**src/rtl/fb_pkg.sv**
```systemverilog
// Framebuffer geometry constants and the port arbiter state type.
package fb_pkg;

  localparam int FB_WIDTH  = 240;
  localparam int FB_HEIGHT = 128;
  localparam int FB_ADDR_W = 15;
  localparam int FB_DATA_W = 2;

  typedef enum logic {
    RD_PRIO  = 1'b0,
    WR_FORCE = 1'b1
  } arb_state_t;

endpackage

```
**src/rtl/fb_wr_fifo.sv**
```systemverilog
// Synchronous write buffer for the framebuffer arbiter; push is ignored when full,
// pop is ignored when empty.
module fb_wr_fifo #(
  parameter int WIDTH = 17,
  parameter int DEPTH = 4,
  localparam int AW   = $clog2(DEPTH)
) (
  input  logic             clk,
  input  logic             reset,
  input  logic             push,
  input  logic [WIDTH-1:0] din,
  input  logic             pop,
  output logic [WIDTH-1:0] dout,
  output logic             full,
  output logic             empty,
  output logic [AW:0]      level
);

  logic [WIDTH-1:0] mem [DEPTH];
  logic [AW-1:0]    wr_ptr;
  logic [AW-1:0]    rd_ptr;
  logic             do_push;
  logic             do_pop;

  assign full    = (level == (AW+1)'(DEPTH));
  assign empty   = (level == '0);
  assign do_push = push && !full;
  assign do_pop  = pop && !empty;
  assign dout    = mem[rd_ptr];

  always_ff @(posedge clk or posedge reset) begin
    if (reset) begin
      wr_ptr <= '0;
      rd_ptr <= '0;
      level  <= '0;
    end else begin
      if (do_push) wr_ptr <= wr_ptr + AW'(1);
      if (do_pop)  rd_ptr <= rd_ptr + AW'(1);
      case ({do_push, do_pop})
        2'b10:   level <= level + (AW+1)'(1);
        2'b01:   level <= level - (AW+1)'(1);
        default: level <= level;
      endcase
    end
  end

  // Storage needs no reset; only the pointers define what is valid.
  always_ff @(posedge clk) begin
    if (do_push) mem[wr_ptr] <= din;
  end

endmodule

```
**src/rtl/fb_port_arbiter.sv**
```systemverilog
// Single-port framebuffer RAM arbiter: reads win until a bounded burst starves a pending write.
// Optional build macro FB_ARB_BOUNDS_EN drops off-screen writes (x > 239) and flags err_oob.
module fb_port_arbiter
  import fb_pkg::*;
#(
  parameter int ADDR_W       = FB_ADDR_W,
  parameter int DATA_W       = FB_DATA_W,
  parameter int FIFO_DEPTH   = 4,
  parameter int MAX_RD_BURST = 8
) (
  input  logic                        clk,
  input  logic                        reset,
  input  logic                        wr_valid,
  output logic                        wr_ready,
  input  logic [ADDR_W-1:0]           wr_addr,
  input  logic [DATA_W-1:0]           wr_data,
  input  logic                        rd_req,
  input  logic [ADDR_W-1:0]           rd_addr,
  output logic                        rd_ready,
  output logic                        rd_valid,
  output logic [DATA_W-1:0]           rd_data,
  output logic                        mem_ce,
  output logic                        mem_we,
  output logic [ADDR_W-1:0]           mem_addr,
  output logic [DATA_W-1:0]           mem_din,
  input  logic [DATA_W-1:0]           mem_dout,
`ifdef FB_ARB_BOUNDS_EN
  output logic                        err_oob,
`endif
  output logic                        wr_pending,
  output logic [$clog2(FIFO_DEPTH):0] fifo_level
);

  localparam int BW = $clog2(MAX_RD_BURST + 1);
  localparam logic [BW-1:0] BURST_MAX = BW'(MAX_RD_BURST);

  arb_state_t               state, state_nxt;
  logic [BW-1:0]            burst_cnt, burst_nxt;
  logic                     rd_grant, wr_grant;
  logic                     fifo_full, fifo_empty, fifo_push;
  logic [ADDR_W+DATA_W-1:0] fifo_head;
  logic [ADDR_W-1:0]        head_addr;
  logic [DATA_W-1:0]        head_data;

  assign wr_ready = !fifo_full;

`ifdef FB_ARB_BOUNDS_EN
  logic wr_oob;
  assign wr_oob    = (wr_addr[7:0] >= 8'(FB_WIDTH));
  assign fifo_push = wr_valid && wr_ready && !wr_oob;

  always_ff @(posedge clk or posedge reset) begin
    if (reset)                             err_oob <= 1'b0;
    else if (wr_valid && wr_ready && wr_oob) err_oob <= 1'b1;
  end
`else
  assign fifo_push = wr_valid && wr_ready;
`endif

  fb_wr_fifo #(
    .WIDTH (ADDR_W + DATA_W),
    .DEPTH (FIFO_DEPTH)
  ) u_fifo (
    .clk   (clk),
    .reset (reset),
    .push  (fifo_push),
    .din   ({wr_addr, wr_data}),
    .pop   (wr_grant),
    .dout  (fifo_head),
    .full  (fifo_full),
    .empty (fifo_empty),
    .level (fifo_level)
  );

  assign {head_addr, head_data} = fifo_head;
  assign wr_pending = !fifo_empty;

  // WR_FORCE is entered exactly when the counter saturates, so it marks the cycle
  // whose single grant must be the starved write.
  always_comb begin
    rd_grant  = 1'b0;
    wr_grant  = 1'b0;
    burst_nxt = burst_cnt;
    state_nxt = state;
    if (!reset) begin
      if (state == RD_PRIO && rd_req && (fifo_empty || burst_cnt < BURST_MAX))
        rd_grant = 1'b1;
      else if (!fifo_empty)
        wr_grant = 1'b1;
    end
    if (fifo_empty || wr_grant)
      burst_nxt = '0;
    else if (rd_grant && burst_cnt != BURST_MAX)
      burst_nxt = burst_cnt + BW'(1);
    case (state)
      RD_PRIO:  if (burst_nxt == BURST_MAX) state_nxt = WR_FORCE;
      WR_FORCE: state_nxt = RD_PRIO;
      default:  state_nxt = RD_PRIO;
    endcase
  end

  always_ff @(posedge clk or posedge reset) begin
    if (reset) begin
      state     <= RD_PRIO;
      burst_cnt <= '0;
      rd_valid  <= 1'b0;
    end else begin
      state     <= state_nxt;
      burst_cnt <= burst_nxt;
      rd_valid  <= rd_grant;
    end
  end

  assign rd_ready = rd_grant;
  assign rd_data  = mem_dout;
  assign mem_ce   = rd_grant || wr_grant;
  assign mem_we   = wr_grant;
  assign mem_addr = wr_grant ? head_addr : rd_addr;
  assign mem_din  = wr_grant ? head_data : '0;

endmodule

```
**config.mk**
```make
export PLATFORM = sky130hd
export DESIGN_NAME = fb_port_arbiter
export DESIGN_NICKNAME = d
export VERILOG_FILES = /design/src/rtl/fb_pkg.sv /design/src/rtl/fb_wr_fifo.sv /design/src/rtl/fb_port_arbiter.sv
export SDC_FILE = /design/constraint.sdc
export NUM_CORES = 1
export LEC_CHECK = 0
export CAP_MARGIN = 20
export CORE_UTILIZATION = 56
export DETAILED_ROUTE_END_ITERATION = 7
export PLACE_DENSITY_LB_ADDON = 0.25
export SLEW_MARGIN = 20
export SYNTH_ARGS = -nofsm -noshare
export SYNTH_HDL_FRONTEND = slang
export SYNTH_HIERARCHICAL = 1
export SYNTH_SLANG_ARGS = --single-unit
```
**constraint.sdc**
```tcl
create_clock -name clk -period 4.9 [get_ports clk]
set_input_delay 1.47 -clock clk [delete_from_list [all_inputs] [get_ports clk]]
set_output_delay 1.47 -clock clk [all_outputs]
set_load 0.05 [all_outputs]
```
Word level (Yosys, flattened, before mapping):

Memory sizes are Yosys's and may differ from the RTL's.
Cells that the tools add are included.

* flip-flop bits (word level): 13
* RAM bits: 68
* input port bits: 38
* output and inout port bits: 28
* logic and storage cells: 46
* memories kept: 1

Memory list
* u_fifo.mem: words 4, bits a word 17, read ports 1, clocked after Yosys merged registers in 0, wr ports 1, line fb_wr_fifo.sv:19 `logic [WIDTH-1:0] mem [DEPTH];`

* add/subtract/negate cells: 5
* order comparisons: 1
* equality and inequality tests: 5
* multiplexer cells: 14
* bitwise gates (word level): 1
* reductions and logical operators: 13

Operators with widths (count)
* 15-bit 2-to-1 mux: 1
* 1-bit 2-to-1 mux: 8
* 4-bit 2-to-1 mux: 2
* 1-bit logical AND: 6
* 3-bit case mux with 2 select lines: 1
* 2-bit by 1-bit adder with 2-bit output (second input constant): 2
* 4-bit by 1-bit adder with 4-bit output (second input constant): 1
* 4-bit == test (second input constant): 1
* 4-bit < comparator (second input constant): 1
* 4-bit inequality test (second input constant): 1
* 3-bit by 1-bit adder with 3-bit output (second input constant): 1
* 3-bit == test (second input constant): 1
* 3-bit zero test: 1
* 1-bit logical OR: 3
* 3-bit by 1-bit subtractor with 3-bit output (second input constant): 1
* 2-bit by 1-bit == test with 1-bit output (second input constant): 1
* 2-bit == test (second input constant): 1
* 1-bit zero test: 2
* 2-bit 2-to-1 mux: 1
* 1-bit case mux with 2 select lines: 1
* 2-bit nonzero test: 1
* 1-bit inverter: 1

Logic depth before layout (Yosys ltp):

* word-level depth: 11
* depth in mapped cells: 12
* depth with buffers taken out: 10

Modules after synthesis:

The synthesis kept the hierarchy.

By module, submodules not included
* fb_wr_fifo: instances 1, cells each 127, area an instance 2925.3 µm², sequential area each 2217.1 µm²
* fb_port_arbiter: instances 1, cells each 91, area an instance 618.1 µm², sequential area each 150.1 µm²

Worst setup path before layout:

OpenSTA, ideal clock, no wires.

* kind: input to output
* start point: input rd_req
* end point: output mem_addr[0]
* arrival: 2.701 ns
* required time: 3.430 ns
* slack: 0.729 ns
* stages: 7
* buffers on the path: 2
* path through: nor3b_2 or3_1 buf_6 clkinv_4 buf_8 nand2_1 nand2_1

* cells in the longest elaborated chain, start to end: 5

Ends and longest elaborated chain
* start: declaration: line fb_port_arbiter.sv:17 `input logic rd_req,`
* 1-bit logical AND (2 in series): line fb_port_arbiter.sv:86 `if (state == RD_PRIO && rd_req && (fifo_empty || burst_cnt < BURST_MAX))`
* 1-bit 2-to-1 mux: line fb_port_arbiter.sv:86
* 1-bit 2-to-1 mux: line fb_port_arbiter.sv:85 `if (!reset) begin`
* net mem_we: line fb_port_arbiter.sv:23 `output logic mem_we,`
* 15-bit 2-to-1 mux: line fb_port_arbiter.sv:118 `assign mem_addr = wr_grant ? head_addr : rd_addr;`
* end: declaration: line fb_port_arbiter.sv:24 `output logic [ADDR_W-1:0] mem_addr,`

The timed path passes the listed nets, and every way through them passes these cells.

Final worst setup path:

* start point: input rd_req
* end point: output mem_addr[4]

* cells in the longest elaborated chain, start to end: 5

Ends and longest elaborated chain (line)
* 1-bit logical AND (2 in series): fb_port_arbiter.sv:86
* 1-bit 2-to-1 mux: fb_port_arbiter.sv:86
* 1-bit 2-to-1 mux: fb_port_arbiter.sv:85
* 15-bit 2-to-1 mux: fb_port_arbiter.sv:118

No other way between the ends.

==> metrics.csv <==
metric,value,unit
end_kind,output pin,
finalWorstSetupSlack,0.391,ns
worstSetupStartpointType,input port,
p_clk_share,21.4,%
type_of_the_tightest_min_delay_check,register to register,
post_route_cells_drive_above_1_share,18.5,%
switching_share,34.1,%
placed_cells_incl_taps,347,
antenna_violating_nets_post_route,0,
grt_pass1_vias,2069,
setup_slack_reg_to_reg,2.30,ns
power.switching,0.803,mW
postCtsSetupRepairBufs,0,
power.ir.vdd_worst,321,uV
design.core.area,0.00603,sq mm
cellPowerDensity,542,mW/mm^2
clock_latency,0.33,ns
synthCells,218,
path_clk_slew,0.07,ns
cap_viol_max_count,0,
grt_setup_unrepaired,no,
io-pin-count,66,
timing.critical_path.arrival,3.04,ns
synth_area_per_cell,16.3,sq um
cts_resized,0,
gr-total-overflow,0,
crit_required,3.43,ns
synthDominantAreaCellType,sky130_fd_sc_hd__edfxtp_1,
fin_skew,0.00649,ns
dr_total_vias,1968,
die_width,81.5,um
ys.warnings.count,6,
synth.yosys.seq_area_share,66.8,%
part_of_the_total_power_dissipated_in_sequential_elements,44.5,%
synth_area_leaders,"sky130_fd_sc_hd__edfxtp_1 58%, sky130_fd_sc_hd__dfrtp_1 9.2%, sky130_fd_sc_hd__mux4_1 6.7%",
floorplan.initialDensity,58.8,%
routed_wire_length_per_instance,16.9,um
synth-main-ff-cell,sky130_fd_sc_hd__edfxtp_1,
cell_internal_pwr,1.55,mW
post_synth_edffs,68,
synth_top_area_share,57.6,%
ys_top_cells_by_count,"68 x sky130_fd_sc_hd__edfxtp_1, 46 x sky130_fd_sc_hd__nand2_1, 13 x sky130_fd_sc_hd__dfrtp_1",
setup_viol,0,
remaining_drc_errors,0,
final_replace_weighted_congestion,0.789,
global_route_wire_length_before_repair,9630,um
wirelength,6110,um
comb_power_share,34.1,%
place.detailed.hpwl,4060,um
maximum_achievable_frequency,0.222,GHz
cts-hold-fix-buffers,0,
yosysMostFrequentCell,sky130_fd_sc_hd__edfxtp_1,
area_delta_synth_final,22.5,%
final.setup.tns,0,ns
maximum_net_fanout_on_the_critical_path,14,
net_count_after_synthesis,264,
pre_cts_ws,0.376,ns
clock_sink_count,81,
netlist_area_before_placement,0.00354,sq mm
tritoncts,done,
post-layout-total-power,2.35,mW
grt_max_degree,20,
finish.net_count,329,
outcome,finished clean,
clock-root-buffer,sky130_fd_sc_hd__clkbuf_8,
clk_path_buf_depth,2,
min_period_over_period,92.0,%
finalHoldWorstSlack,0.540,ns
via_per_inst,5.44,
number_of_placement_rows,28,
slew-limit-headroom,37.3,%
stdcell_count,362,
tritoncts.num_buffers,9,
initial_antenna_violation_count,0,
diodes_inserted,0,
async_reset_ff_share,16.0,%
drt_pass1_iterations,4,
die_height,81.5,um
synth_cell_types,38,
buffer_ports.inserted,61,
design.die.area,0.00665,sq mm
path_class,input port to output pin,
groute.usage.overall,20.6,%
slew_viol_final,0,
hold_viol_final,0,
power_leakage,1.69,nW
tightest_slew,0.940,ns
yosys_register_bits,81,
finalCriticalPeriod,4.51,ns
first_iter_violations,79,
cts-htree-levels,3,
## registers in the layout, indices dropped and copies added (netlist names)
| name | count |
|---|---|
| burst_cnt | 4 |
| rd_valid | 1 |
| u_fifo/wr_ptr | 2 |
| u_fifo/mem | 68 |
| state | 1 |
| u_fifo/level | 3 |
| u_fifo/rd_ptr | 2 |
## cell type report
type | instances | area (sq um)
multi-input cells | 115 | 1030
clock buffers | 10 | 128
flip-flops and latches | 81 | 2370
well taps | 75 | 93.8
repair buffers | 63 | 588
fillers | 414 | 1680
clock inverters | 5 | 81.3
inverters | 13 | 53.8
## logic make-up after synthesis
group | share of synthesized area [%]
AO/OA/AOI/OAI | 1.48
flip-flops | 66.8
adder cells (fa/ha/maj) | 3.04
XOR/XNOR | 1.73
multiplexers | 12.9
buffers and inverters | 4.17
AND/OR/NAND/NOR | 9.85
## per-stage QoR
| stage | util, % | cell area, sq um |
|---|---|---|
| final | 72.1 | 4340 |
| after global routing | 72.1 | 4340 |
| after CTS | 72.0 | 4340 |
| after detailed placement | 68.6 | 4130 |
| after global placement | 68.6 | 4130 |
| after floorplan | - | 3540 |
## power by group through the flow
| stage | Clock, mW | Combinational [mW] | Sequential (mW) |
|---|---|---|---|
| final | 0.503 | 0.803 | 1.05 |
| after global placement | 0 | 0.790 | 1.06 |
| after global routing | 0.538 | 0.863 | 1.07 |
| after CTS | 0.512 | 0.813 | 1.05 |
| after detailed placement | 0 | 0.811 | 1.07 |
| after floorplan | 0 | 0.635 | 1.02 |
## metal layers
metal,track usage (%),wire (um)
met1,23.5,2530
met5,0,0
met4,9.82,79
met2,37.6,3290
met3,3.11,219
## cells in the final DEF (no fill, tap or decap), types with 3 or more instances in the layout
cell type,synthesis,layout
sky130_fd_sc_hd__mux4_2,8,8
sky130_fd_sc_hd__buf_4,2,21
sky130_fd_sc_hd__clkdlybuf4s50_1,0,41
sky130_fd_sc_hd__inv_1,12,12
sky130_fd_sc_hd__clkbuf_8,0,9
sky130_fd_sc_hd__and2_1,6,6
sky130_fd_sc_hd__nand2_1,46,46
sky130_fd_sc_hd__dfrtp_1,13,12
sky130_fd_sc_hd__edfxtp_1,68,68
sky130_fd_sc_hd__xor2_1,3,3
sky130_fd_sc_hd__mux2i_1,3,3
sky130_fd_sc_hd__nor2_1,6,6
sky130_fd_sc_hd__mux4_1,9,9
sky130_fd_sc_hd__xnor2_1,4,4
sky130_fd_sc_hd__ha_1,7,7
sky130_fd_sc_hd__nor3b_2,3,3
## critical path: stages
cell	delay, ns
sky130_fd_sc_hd__clkdlybuf4s50_1	0.41
sky130_fd_sc_hd__nor3b_2	0.17
sky130_fd_sc_hd__or3_1	0.40
sky130_fd_sc_hd__buf_4	0.24
sky130_fd_sc_hd__nand2_1	0.09
sky130_fd_sc_hd__nand2_1	0.06
sky130_fd_sc_hd__buf_4	0.19
## path summary, 6_finish.rpt
kind	from	to	cells after the start
worst max-delay path	rd_req	mem_addr[4]	7
worst min register to register	u_fifo/level[2]	u_fifo/level[2]	1
worst min-delay path	u_fifo/level[2]	u_fifo/level[2]	1
worst max register to register	u_fifo/level[0]	u_fifo/level[2]	10
min in group asynchronous	reset	u_fifo/rd_ptr[1]	3
max in group asynchronous	reset	u_fifo/rd_ptr[0]	3
No activity file was read; power rests on OpenSTA's default activity.
